$ cat config.mk
export PLATFORM = sky130hd
export DESIGN_NAME = context_switch_controller
export DESIGN_NICKNAME = d
export VERILOG_FILES = /design/src/rtl/context_switch_controller_pkg.sv /design/src/rtl/context_switch_controller_rr_ctx_picker.sv /design/src/rtl/context_switch_controller.sv
export SDC_FILE = /design/constraint.sdc
export NUM_CORES = 1
export LEC_CHECK = 0
export CAP_MARGIN = 5
export CORE_ASPECT_RATIO = 0.7
export CORE_MARGIN = 1
export CORE_UTILIZATION = 40
export DETAILED_ROUTE_END_ITERATION = 10
export GPL_TIMING_DRIVEN = 0
export SLEW_MARGIN = 5
export SYNTH_ARGS = -nofsm -noshare
export SYNTH_HDL_FRONTEND = slang
export SYNTH_SLANG_ARGS = --single-unit
export TNS_END_PERCENT = 100
$ cat constraint.sdc
create_clock -name clock -period 5.38 [get_ports clock]
set_clock_uncertainty 0.1 [all_clocks]
set_input_delay 1.614 -clock clock [delete_from_list [all_inputs] [get_ports clock]]
set_output_delay 1.614 -clock clock [all_outputs]
set_load 0.05 [all_outputs]
$ cat src/rtl/context_switch_controller_pkg.sv
// -----------------------------------------------------------------------------
// context_switch_controller_pkg
// Purpose : Shared definitions for the context switch controller. Holds the
//           FSM state encoding, the trap_cause codes and a helper that derives
//           the context-index width from the context count.
// Ports   : none (package)
// -----------------------------------------------------------------------------
package context_switch_controller_pkg;

  typedef enum logic [1:0] {
    ST_KERNEL   = 2'd0,
    ST_DISPATCH = 2'd1,
    ST_USER     = 2'd2,
    ST_TRAP     = 2'd3
  } csc_state_e;

  localparam logic [1:0] CAUSE_NONE     = 2'd0;
  localparam logic [1:0] CAUSE_TIMER    = 2'd1;
  localparam logic [1:0] CAUSE_SYSCALL  = 2'd2;
  localparam logic [1:0] CAUSE_DISPATCH = 2'd3;

  // clog2 of the context count, never narrower than one bit.
  function automatic int ctx_width(input int num_ctx);
    return (num_ctx <= 2) ? 1 : $clog2(num_ctx);
  endfunction

endpackage

$ cat src/rtl/context_switch_controller_rr_ctx_picker.sv
// -----------------------------------------------------------------------------
// rr_ctx_picker
// Purpose : Combinational round-robin selector over the user contexts
//           1..NUM_CTX-1. Context 0 (kernel) is never selected.
// Ports   : mask  - in  NUM_CTX  runnable mask (bit 0 ignored)
//           start - in  CTX_W    first candidate; 0 or out-of-range means 1
//           index - out CTX_W    selected context (0 when none)
//           valid - out 1        a ready user context was found
// -----------------------------------------------------------------------------
module rr_ctx_picker #(
  parameter int NUM_CTX = 8,
  parameter int CTX_W   = 3
) (
  input  logic [NUM_CTX-1:0] mask,
  input  logic [CTX_W-1:0]   start,
  output logic [CTX_W-1:0]   index,
  output logic               valid
);

  always_comb begin
    int first;
    int cand;
    index = '0;
    valid = 1'b0;
    first = 1;
    cand  = 1;
    // A start that wrapped past the last context (or landed on the kernel)
    // restarts the search at context 1.
    if ((int'(start) != 0) && (int'(start) < NUM_CTX)) begin
      first = int'(start);
    end
    for (int k = 0; k < NUM_CTX - 1; k++) begin
      cand = first + k;
      if (cand >= NUM_CTX) begin
        cand = cand - (NUM_CTX - 1);
      end
      if (!valid && mask[cand]) begin
        valid = 1'b1;
        index = CTX_W'(cand);
      end
    end
  end

endmodule

$ cat src/rtl/context_switch_controller.sv
// -----------------------------------------------------------------------------
// context_switch_controller
// Purpose : Kernel/user context switch sequencer. Dispatches user contexts on
//           kernel request, traps back to the kernel on syscall or quantum
//           expiry, and handshakes every PC redirect with the datapath.
// Ports   : clock         - in  1          rising-edge clock
//           reset_n       - in  1          synchronous active-low reset
//           int_enable    - in  1          enables timer countdown / expiry
//           quantum_load  - in  1          load quantum_value into quantum reg
//           quantum_value - in  QUANTUM_W  new quantum (0 disables timer)
//           ctx_ready     - in  NUM_CTX    runnable mask, bit 0 ignored
//           sys_call      - in  1          user requests kernel entry
//           change_ctx    - in  1          kernel requests dispatch
//           ctx_target    - in  CTX_W      requested user context
//           trap_ack      - in  1          datapath redirect done
//           trap_req      - out 1          redirect request
//           trap_cause    - out 2          0 none,1 timer,2 syscall,3 dispatch
//           cur_ctx       - out CTX_W      running context
//           kernel_mode   - out 1          kernel region active
//           saved_ctx     - out CTX_W      last user context that trapped
//           timer_count   - out QUANTUM_W  remaining quantum
// -----------------------------------------------------------------------------
module context_switch_controller
  import context_switch_controller_pkg::*;
#(
  parameter  int NUM_CTX         = 8,
  parameter  int QUANTUM_W       = 16,
  parameter  int DEFAULT_QUANTUM = 1000,
  localparam int CTX_W           = ctx_width(NUM_CTX)
) (
  input  logic                 clock,
  input  logic                 reset_n,
  input  logic                 int_enable,
  input  logic                 quantum_load,
  input  logic [QUANTUM_W-1:0] quantum_value,
  input  logic [NUM_CTX-1:0]   ctx_ready,
  input  logic                 sys_call,
  input  logic                 change_ctx,
  input  logic [CTX_W-1:0]     ctx_target,
  input  logic                 trap_ack,
  output logic                 trap_req,
  output logic [1:0]           trap_cause,
  output logic [CTX_W-1:0]     cur_ctx,
  output logic                 kernel_mode,
  output logic [CTX_W-1:0]     saved_ctx,
  output logic [QUANTUM_W-1:0] timer_count
);

  csc_state_e           state_q, state_d;
  logic [CTX_W-1:0]     cur_ctx_q, cur_ctx_d;
  logic [CTX_W-1:0]     saved_ctx_q, saved_ctx_d;
  logic [CTX_W-1:0]     next_ctx_q, next_ctx_d;
  logic                 kernel_mode_q, kernel_mode_d;
  logic                 trap_req_q, trap_req_d;
  logic [1:0]           trap_cause_q, trap_cause_d;
  logic [QUANTUM_W-1:0] timer_q, timer_d;
  logic [QUANTUM_W-1:0] quantum_q, quantum_d;

  logic [NUM_CTX-1:0]   user_ready;
  logic [CTX_W-1:0]     rr_index;
  logic                 rr_valid;
  logic                 target_ok;
  logic [CTX_W-1:0]     sel_ctx;
  logic                 sel_valid;
  logic                 timer_dec;
  logic                 expiry;

  // The kernel is never a dispatch candidate.
  assign user_ready = {ctx_ready[NUM_CTX-1:1], 1'b0};

  // Start one past the last trapped context; the picker folds a wrapped or
  // zero start back onto context 1.
  rr_ctx_picker #(
    .NUM_CTX (NUM_CTX),
    .CTX_W   (CTX_W)
  ) u_rr_ctx_picker (
    .mask  (user_ready),
    .start (saved_ctx_q + CTX_W'(1)),
    .index (rr_index),
    .valid (rr_valid)
  );

  always_comb begin
    target_ok = 1'b0;
    if ((ctx_target != '0) && (int'(ctx_target) < NUM_CTX)) begin
      target_ok = user_ready[ctx_target];
    end
    sel_ctx   = target_ok ? ctx_target : rr_index;
    sel_valid = target_ok | rr_valid;
  end

  // Once the count reaches zero it stays there: no decrement, no expiry.
  assign timer_dec = (state_q == ST_USER) && int_enable && (timer_q != '0);
  assign expiry    = timer_dec && (timer_q == QUANTUM_W'(1));

  always_comb begin
    state_d       = state_q;
    cur_ctx_d     = cur_ctx_q;
    saved_ctx_d   = saved_ctx_q;
    next_ctx_d    = next_ctx_q;
    kernel_mode_d = kernel_mode_q;
    trap_req_d    = trap_req_q;
    trap_cause_d  = trap_cause_q;
    timer_d       = timer_q;
    // The quantum register only feeds the next reload, never the live count.
    quantum_d     = quantum_load ? quantum_value : quantum_q;

    case (state_q)
      ST_KERNEL: begin
        if (change_ctx && sel_valid) begin
          next_ctx_d   = sel_ctx;
          trap_req_d   = 1'b1;
          trap_cause_d = CAUSE_DISPATCH;
          state_d      = ST_DISPATCH;
        end
      end
      ST_DISPATCH: begin
        if (trap_ack && trap_req_q) begin
          cur_ctx_d     = next_ctx_q;
          kernel_mode_d = 1'b0;
          trap_req_d    = 1'b0;
          trap_cause_d  = CAUSE_NONE;
          timer_d       = quantum_q;
          state_d       = ST_USER;
        end
      end
      ST_USER: begin
        if (timer_dec) begin
          timer_d = timer_q - QUANTUM_W'(1);
        end
        // Syscall wins over a coincident expiry so only one trap is taken.
        if (sys_call || expiry) begin
          trap_cause_d = sys_call ? CAUSE_SYSCALL : CAUSE_TIMER;
          trap_req_d   = 1'b1;
          saved_ctx_d  = cur_ctx_q;
          state_d      = ST_TRAP;
        end
      end
      ST_TRAP: begin
        if (trap_ack && trap_req_q) begin
          cur_ctx_d     = '0;
          kernel_mode_d = 1'b1;
          trap_req_d    = 1'b0;
          trap_cause_d  = CAUSE_NONE;
          state_d       = ST_KERNEL;
        end
      end
      default: begin
        state_d = ST_KERNEL;
      end
    endcase
  end

  always_ff @(posedge clock) begin
    if (!reset_n) begin
      state_q       <= ST_KERNEL;
      cur_ctx_q     <= '0;
      saved_ctx_q   <= '0;
      next_ctx_q    <= '0;
      kernel_mode_q <= 1'b1;
      trap_req_q    <= 1'b0;
      trap_cause_q  <= CAUSE_NONE;
      timer_q       <= '0;
      quantum_q     <= QUANTUM_W'(DEFAULT_QUANTUM);
    end else begin
      state_q       <= state_d;
      cur_ctx_q     <= cur_ctx_d;
      saved_ctx_q   <= saved_ctx_d;
      next_ctx_q    <= next_ctx_d;
      kernel_mode_q <= kernel_mode_d;
      trap_req_q    <= trap_req_d;
      trap_cause_q  <= trap_cause_d;
      timer_q       <= timer_d;
      quantum_q     <= quantum_d;
    end
  end

  assign trap_req    = trap_req_q;
  assign trap_cause  = trap_cause_q;
  assign cur_ctx     = cur_ctx_q;
  assign kernel_mode = kernel_mode_q;
  assign saved_ctx   = saved_ctx_q;
  assign timer_count = timer_q;

endmodule

; ---- Yosys cells after proc, flatten, opt, wreduce, memory -nomap -nowiden
; Cells that the tools add are included.
[totals]
wordCells = 149
regBits = 47
[classes]
addsub = 15
reduce_logical = 31
mux = 68
bitwise = 1
eq_ne = 10
magnitude_cmp = 15
[ops]
columns = operator, count
row1 = $ge 32x5->1 const B, 7
row2 = $lt 32x5->1 const B, 7
row3 = $mux 32, 7
row4 = $sub 32x4->32 const B, 7
row5 = $add 32x4->32 const B, 3
row6 = $add 32x3->32 const B, 2
row7 = $mux 3, 11
row8 = $add 32x2->32 const B, 1
row9 = $mux 16, 2
row10 = $pmux 16 s2, 1
row11 = $mux 1, 27
row12 = $bmux 1 s3, 8
row13 = $eq 16x1->1 const B, 1
row14 = $reduce_bool 16->1, 1
row15 = $sub 16x1->16 const B, 1
row16 = $mux 2, 7
row17 = $logic_and 1x1->1, 11
row18 = $reduce_and 3->1, 3
row19 = $ne 2x2->1 const B, 4
row20 = $pmux 2 s4, 1
row21 = $logic_not 1->1, 6
row22 = $pmux 2 s3, 1
row23 = $pmux 3 s2, 1
row24 = $reduce_bool 3->1, 2
row25 = other kinds (14), 18

; ---- Longest topological paths before layout
[depth]
depth_word = 31
ltp_mapped = 17

; ---- Cells and area by module
; From an unflattened synthesis, not the netlist that was laid out.
[unflattened]
hier_cells = 491
area_unflattened_um2 = 3990.1
[by_module_without_submodules]
columns = module, area_each_um2, cells_per_inst, n_inst
row1 = context_switch_controller, 2536.2, 301, 1
row2 = rr_ctx_picker, 1453.9, 190, 1

; ---- Worst setup path before layout
; No wires, ideal clock.
[synth_timing]
path_kind = register to register
start = reg saved_ctx_q[1], in the netlist saved_ctx[1]
end = reg next_ctx_q[2]
setup_slack_ns = 1.171
period_less_slack_ns = 4.209
arrival_ns = 4.034
n_path_buf = 1
t_required_ns = 5.205
stages_incl_launch_ff = 14
cell_sequence = dfxtp_1 -> ha_1 -> ha_1 -> buf_2 -> inv_1 -> ha_1 -> nor3_2 -> a21oi_1 -> mux2_2 -> mux4_2 -> or3_4 -> or3_1 -> and3_1 -> o22ai_1
[synth_via]
elab_chain_len = 30
elab_cells_between_ends = 81
cone_classes = 14 x add/sub / 7 x order compare / 44 x mux / 1 x bitwise / 15 x reduce/logical
[synth_lines]
columns = element, line
row1 = from (decl), context_switch_controller.sv:51  ; logic [CTX_W-1:0] saved_ctx_q, saved_ctx_d;
row2 = from (signal assigned), context_switch_controller.sv:168  ; saved_ctx_q <= saved_ctx_d;
row3 = $add 3x1->3 *, context_switch_controller.sv:78  ; .start (saved_ctx_q + CTX_W'(1)),
row4 = $reduce_bool 3->1, context_switch_controller_rr_ctx_picker.sv:29  ; if ((int'(start) != 0) && (int'(start) < NUM_CTX)) begin
row5 = $mux 3 *, context_switch_controller_rr_ctx_picker.sv:29
row6 = branches (longest 27 deep; another with $add 32x2->32), --
row7 = to (signal assigned), context_switch_controller.sv:169  ; next_ctx_q <= next_ctx_d;
row8 = to (decl), context_switch_controller.sv:52  ; logic [CTX_W-1:0] next_ctx_q, next_ctx_d;
; Every way passes the cells marked *. The select of a mux whose other input is x is not followed.
; A chain may end at the register's enable or synchronous reset.

; ---- Worst setup path in the final report
[layout_timing]
start = reg saved_ctx_q[0], in the netlist saved_ctx[0]
end = reg trap_cause_q[0], in the netlist trap_cause[0]
[layout_via]
elab_chain_len = 31
elab_cells_between_ends = 74
cone_classes = 14 x add/sub / 7 x order compare / 1 x eq/ne / 36 x mux / 1 x bitwise / 15 x reduce/logical
[layout_lines]
columns = element, line
row1 = $add 3x1->3 *, context_switch_controller.sv:78
row2 = $reduce_bool 3->1, context_switch_controller_rr_ctx_picker.sv:29
row3 = $mux 3 *, context_switch_controller_rr_ctx_picker.sv:29
row4 = branches (longest 23 deep; another with $add 32x2->32), --
row5 = $mux 1 *, context_switch_controller_rr_ctx_picker.sv:37  ; if (!valid && mask[cand]) begin
row6 = $or 1x1->1 *, context_switch_controller.sv:89  ; sel_valid = target_ok | rr_valid;
row7 = $logic_and 1x1->1 *, context_switch_controller.sv:110  ; if (change_ctx && sel_valid) begin
row8 = $ne 2x2->1 (no source line) *, --
row9 = $reduce_and 3->1 (no source line) *, --
row10 = to (signal assigned), context_switch_controller.sv:172  ; trap_cause_q <= trap_cause_d;
row11 = to (decl), context_switch_controller.sv:55  ; logic [1:0] trap_cause_q, trap_cause_d;
; Marks and branches as above.

==> summary.txt <==
Run status
  • Status: complete, no violations

Synthesis
  • Primary FF master, synth: dfxtp_1
  • Syn_area_per_cell: 7.85 um2
  • Post-Synth XOR/XNOR Area: ~1.9%
  • Mux cell area share after synthesis: between 10% and 20%
  • Synth warn: 0
  • Post-synthesis register bit count: between 40 and 50
  • Cell Area, Synth: 3770 um2
  • EDFF count, synth: 0
  • Simple-Gate Fraction of Synth Area: 22.7%
  • Compound-Gate Fraction of Synth Area: a little under a quarter
  • Synth Area in Adders: approximately 6.5%
  • Top cells by area, synth: dfxtp_1, mux2i_1, ha_1
  • Largest family of logic cells by synthesized area: compound AO/OA/AOI/OAI gates
  • Top cell type's share of synthesized area: approximately a quarter
  • Post-synthesis sequential area ratio: 24.9%
  • Syn Inst Count: 481
  • FFs w/ async S/R, synth: 0%
  • Area leader, netlist: dfxtp_1
  • Unique masters post-synth: 66
  • Syn_nets: 534

STA
  • Slew margin rel.: ~47%
  • Slew @ Worst Pin: approximately 800 ps
  • RSZ-0062 raised after global routing: false
  • Final hold vios: 0
  • Shortest period the worst path allows: 4580 ps
  • Number of setup violations in the final report: 0
  • PnR worst setup slack: 801 ps
  • Fmax: 0.218 GHz
  • Fin Setup TNS: 0 ps
  • Fin crit share: 85.1%
  • Final Max Slew Viols: 0

Worst hold path
  • Hold worst-path end: kernel_mode
  • Hold path depth: 2
  • Worst hold path type: reg2reg
  • Hold Startpoint: kernel_mode

Routing
  • WL met1: 6.17 mm
  • Top sig layer: met4
  • DRT Pass-1 Iters: 7
  • Routed Wire Length: ~12 mm
  • Met2 routed WL: 4.55 mm
  • Initial DRC count: 396
  • Via/cell ratio: roughly 5.8
  • Vias: roughly 3,900
  • DRC: 0
  • DR WL met3: 1.19 mm
  • Routed Antenna Nets: 0
  • Avg WL per Cell: 17.9 um

GRT
  • Vias in the first global route: 3,601
  • GR Overflow Total: 0
  • Largest net degree at the start of global routing: 15
  • Initial antenna violation count: 0
  • First-pass GRT wire length: 19.5 mm
  • GRT Util Overall: 25.1%

Pwr
  • Switching share of power: 47.4%
  • Clock network power share: 17.8%
  • Internal power: 0.995 mW
  • Logic pwr share: 55.6%
  • Worst vdd ir: approximately 0.22 mV
  • Leak pwr: 1.84 nW
  • Sw Pwr: 0.898 mW
  • Power density over the cells: 407 nW/um2
  • Flop pwr share: 26.6%

Worst setup path
  • Cell with the biggest individual delay on the critical path: dfxtp_1
  • Critical path depth: 16
  • Critical R2R Launch: saved_ctx[0]
  • Buf/Inv on CP: 5
  • Slowest cell delay on critical path: 480 ps
  • Crit. End Element: flip-flop
  • R2R setup slack: 800 ps
  • Worst setup SP type: flip-flop
  • FF-to-FF path depth: 16
  • Worst reg2reg path endpoint: trap_cause[0]
  • Worst-path cell chain: buf_6 -> inv_1 -> ha_1 -> inv_1 -> ha_1 -> buf_2 -> clkbuf_1 -> nand2_1 -> and2_1 -> and3_1 -> o21ai_0 -> o211ai_1 -> or3_4 -> o21ai_2 -> a21oi_2 -> a311oi_1
  • Req. time, crit path: about 5500 ps
  • Crit path DAT: 4680 ps
  • Top delay family on crit path: compound AO/OA/AOI/OAI gates
  • Critical path type: reg2reg
  • Highest net fanout along the worst path: 10

Cells and area
  • Nets@finish: 597
  • Synthesis-to-layout area growth: 23.2%
  • Diodes inserted: 0
  • Fill cells: 940
  • Share of layout cells above drive strength 1: 8.26%
  • Final Util: 51.1%
  • Register area: approximately 940 um2
  • Area of the multi-input gates: between 2000 and 3000 um2

Die
  • Site row count: 29
  • Io pins: 60
  • Die Wd: 118 um
  • Die Area: just under 10,000 um2
  • Die Y-Extent: 83.3 um
  • Starting density of the core: ~41%
  • CORE AREA: 9110 um2

Placement
  • Gpl congestion: 0.959
  • Port bufs: 56
  • Dpl ws: about 550 ps
  • Final HPWL DP: 9.25 mm

Run
  • Max-cap violation count: 0

CTS
  • Clock-pin slew on the worst setup and hold paths: around 70 ps
  • Worst skew pair latency: 290 ps
  • TritonCTS Buffers: 5
  • Htree depth: 2
  • Setup bufs post-CTS: 0
  • Post-CTS sizing: 0
  • CTS tree: built
  • # clock sinks: 47
  • Clk buf depth: 2
  • Root buf cell: clkbuf_16
  • CTS Hold Buffers Added: 0
-- cell usage in the layout, fill, tap and decap left out, types with 4 or more instances in the layout --
cell type | netlist | layout
nor2_1 | 57 | 57
clkdlybuf4s50_1 | 0 | 56
dfxtp_1 | 47 | 47
nand2_1 | 46 | 46
mux2i_1 | 38 | 38
a21oi_1 | 35 | 35
o21ai_0 | 24 | 24
inv_1 | 23 | 23
clkbuf_1 | 22 | 22
ha_1 | 18 | 18
nor3_1 | 13 | 13
and2_1 | 9 | 9
nand3_1 | 9 | 9
nand2b_1 | 8 | 8
o22ai_1 | 8 | 8
a31oi_1 | 7 | 7
o221a_2 | 7 | 7
nor2b_1 | 6 | 6
xnor2_1 | 6 | 6
mux4_2 | 6 | 6
o211ai_1 | 6 | 6
or3_1 | 6 | 6
clkbuf_16 | 0 | 5
or2_2 | 4 | 4
a311oi_1 | 4 | 4
o21a_1 | 4 | 4
-- power by group through the flow --
| stage | sequential (mW) | clock [mW] | combinational (mW) |
|---|---|---|---|
| final | 0.504 | 0.336 | 1.05 |
| after global routing | 0.515 | 0.357 | 1.15 |
| after CTS | 0.502 | 0.340 | 1.03 |
| after detailed placement | 0.510 | 0 | 1.03 |
| after global placement | 0.508 | 0 | 1.02 |
| after floorplan | 0.676 | 0 | 0.554 |
-- how the worst max path moves through the flow --
stage | startpoint | to | slack (ps)
after CTS | saved_ctx[0] | trap_cause[0] | 850
after floorplan | saved_ctx[1] | next_ctx_q[2] | 1170
final | saved_ctx[0] | trap_cause[0] | 800
after global placement | ctx_ready[1] | next_ctx_q[2] | 590
after global routing | saved_ctx[0] | trap_cause[0] | 440
after detailed placement | ctx_ready[7] | state_q[1] | 550
-- synth_stat cells, drive strengths merged, types with 2 or more instances --
| master | count |
|---|---|
| xnor2 | 6 |
| a2111oi | 3 |
| o22a | 2 |
| o41ai | 2 |
| dfxtp | 47 |
| and2 | 9 |
| nand2b | 9 |
| mux2i | 38 |
| inv | 24 |
| or3 | 7 |
| o2111ai | 3 |
| a21o | 3 |
| nand3 | 9 |
| o21ba | 2 |
| nor2 | 58 |
| nand3b | 2 |
| a22oi | 2 |
| nor2b | 6 |
| o211a | 2 |
| a211oi | 2 |
| mux4 | 6 |
| a41oi | 3 |
| buf | 6 |
| or4bb | 2 |
| o22ai | 8 |
| mux2 | 3 |
| a21oi | 36 |
| xor2 | 2 |
| o221a | 7 |
| or2 | 4 |
| o21ai | 27 |
| or4 | 2 |
| a31oi | 7 |
| o311ai | 2 |
| nor3 | 14 |
| a311oi | 4 |
| nand2 | 46 |
| o211ai | 6 |
| ha | 18 |
| o21a | 4 |
| clkbuf | 22 |
| and3 | 3 |
-- registers in the layout, summed over array words and instances (netlist names) --
name         count
quantum_q       16
timer_count     16
cur_ctx          3
next_ctx_q       3
saved_ctx        3
state_q          2
trap_cause       2
kernel_mode      1
trap_req         1
-- metrics by stage --
step	std cells	cell area [um2]	hold WS [ps]	total power, mW
after CTS	669	4650	371	1.88
after global placement	661	4490	357	1.53
final	669	4650	365	1.89
after floorplan	481	3770	342	1.23
after global routing	669	4650	425	2.02
after detailed placement	661	4490	360	1.54
-- layout make-up --
| class | instances | share of cell area, % |
|---|---|---|
| clock inverters | 1 | 0.161 |
| clock buffers | 7 | 3.28 |
| plain buffers | 28 | 2.66 |
| inverters | 25 | 2.02 |
| multi-input cells | 381 | 56.3 |
| repair buffers | 56 | 12.1 |
| well taps | 124 | 3.34 |
| flip-flops and latches | 47 | 20.2 |
-- cell families after synthesis --
kind of cell | after synthesis
simple gates | 176
compound gates | 131
buf+inv | 53
mux | 47
flops | 47
fa+ha+maj | 19
xor+xnor | 8
-- tightest hold or removal path, cell delays in order, from the launching register on --
cell	delay (ps)
dfxtp_1	310
inv_1	40
o21ai_0	70
-- routing by layer --
layer / vias to the layer above / global-route usage (%)
met5: - / 0
met4: 0 / 4.78
met3: 10 / 6.04
met2: 187 / 32.5
met1: 1798 / 40.3
li1: 1877 / -
Note: power is estimated with default switching activity, not from simulation.
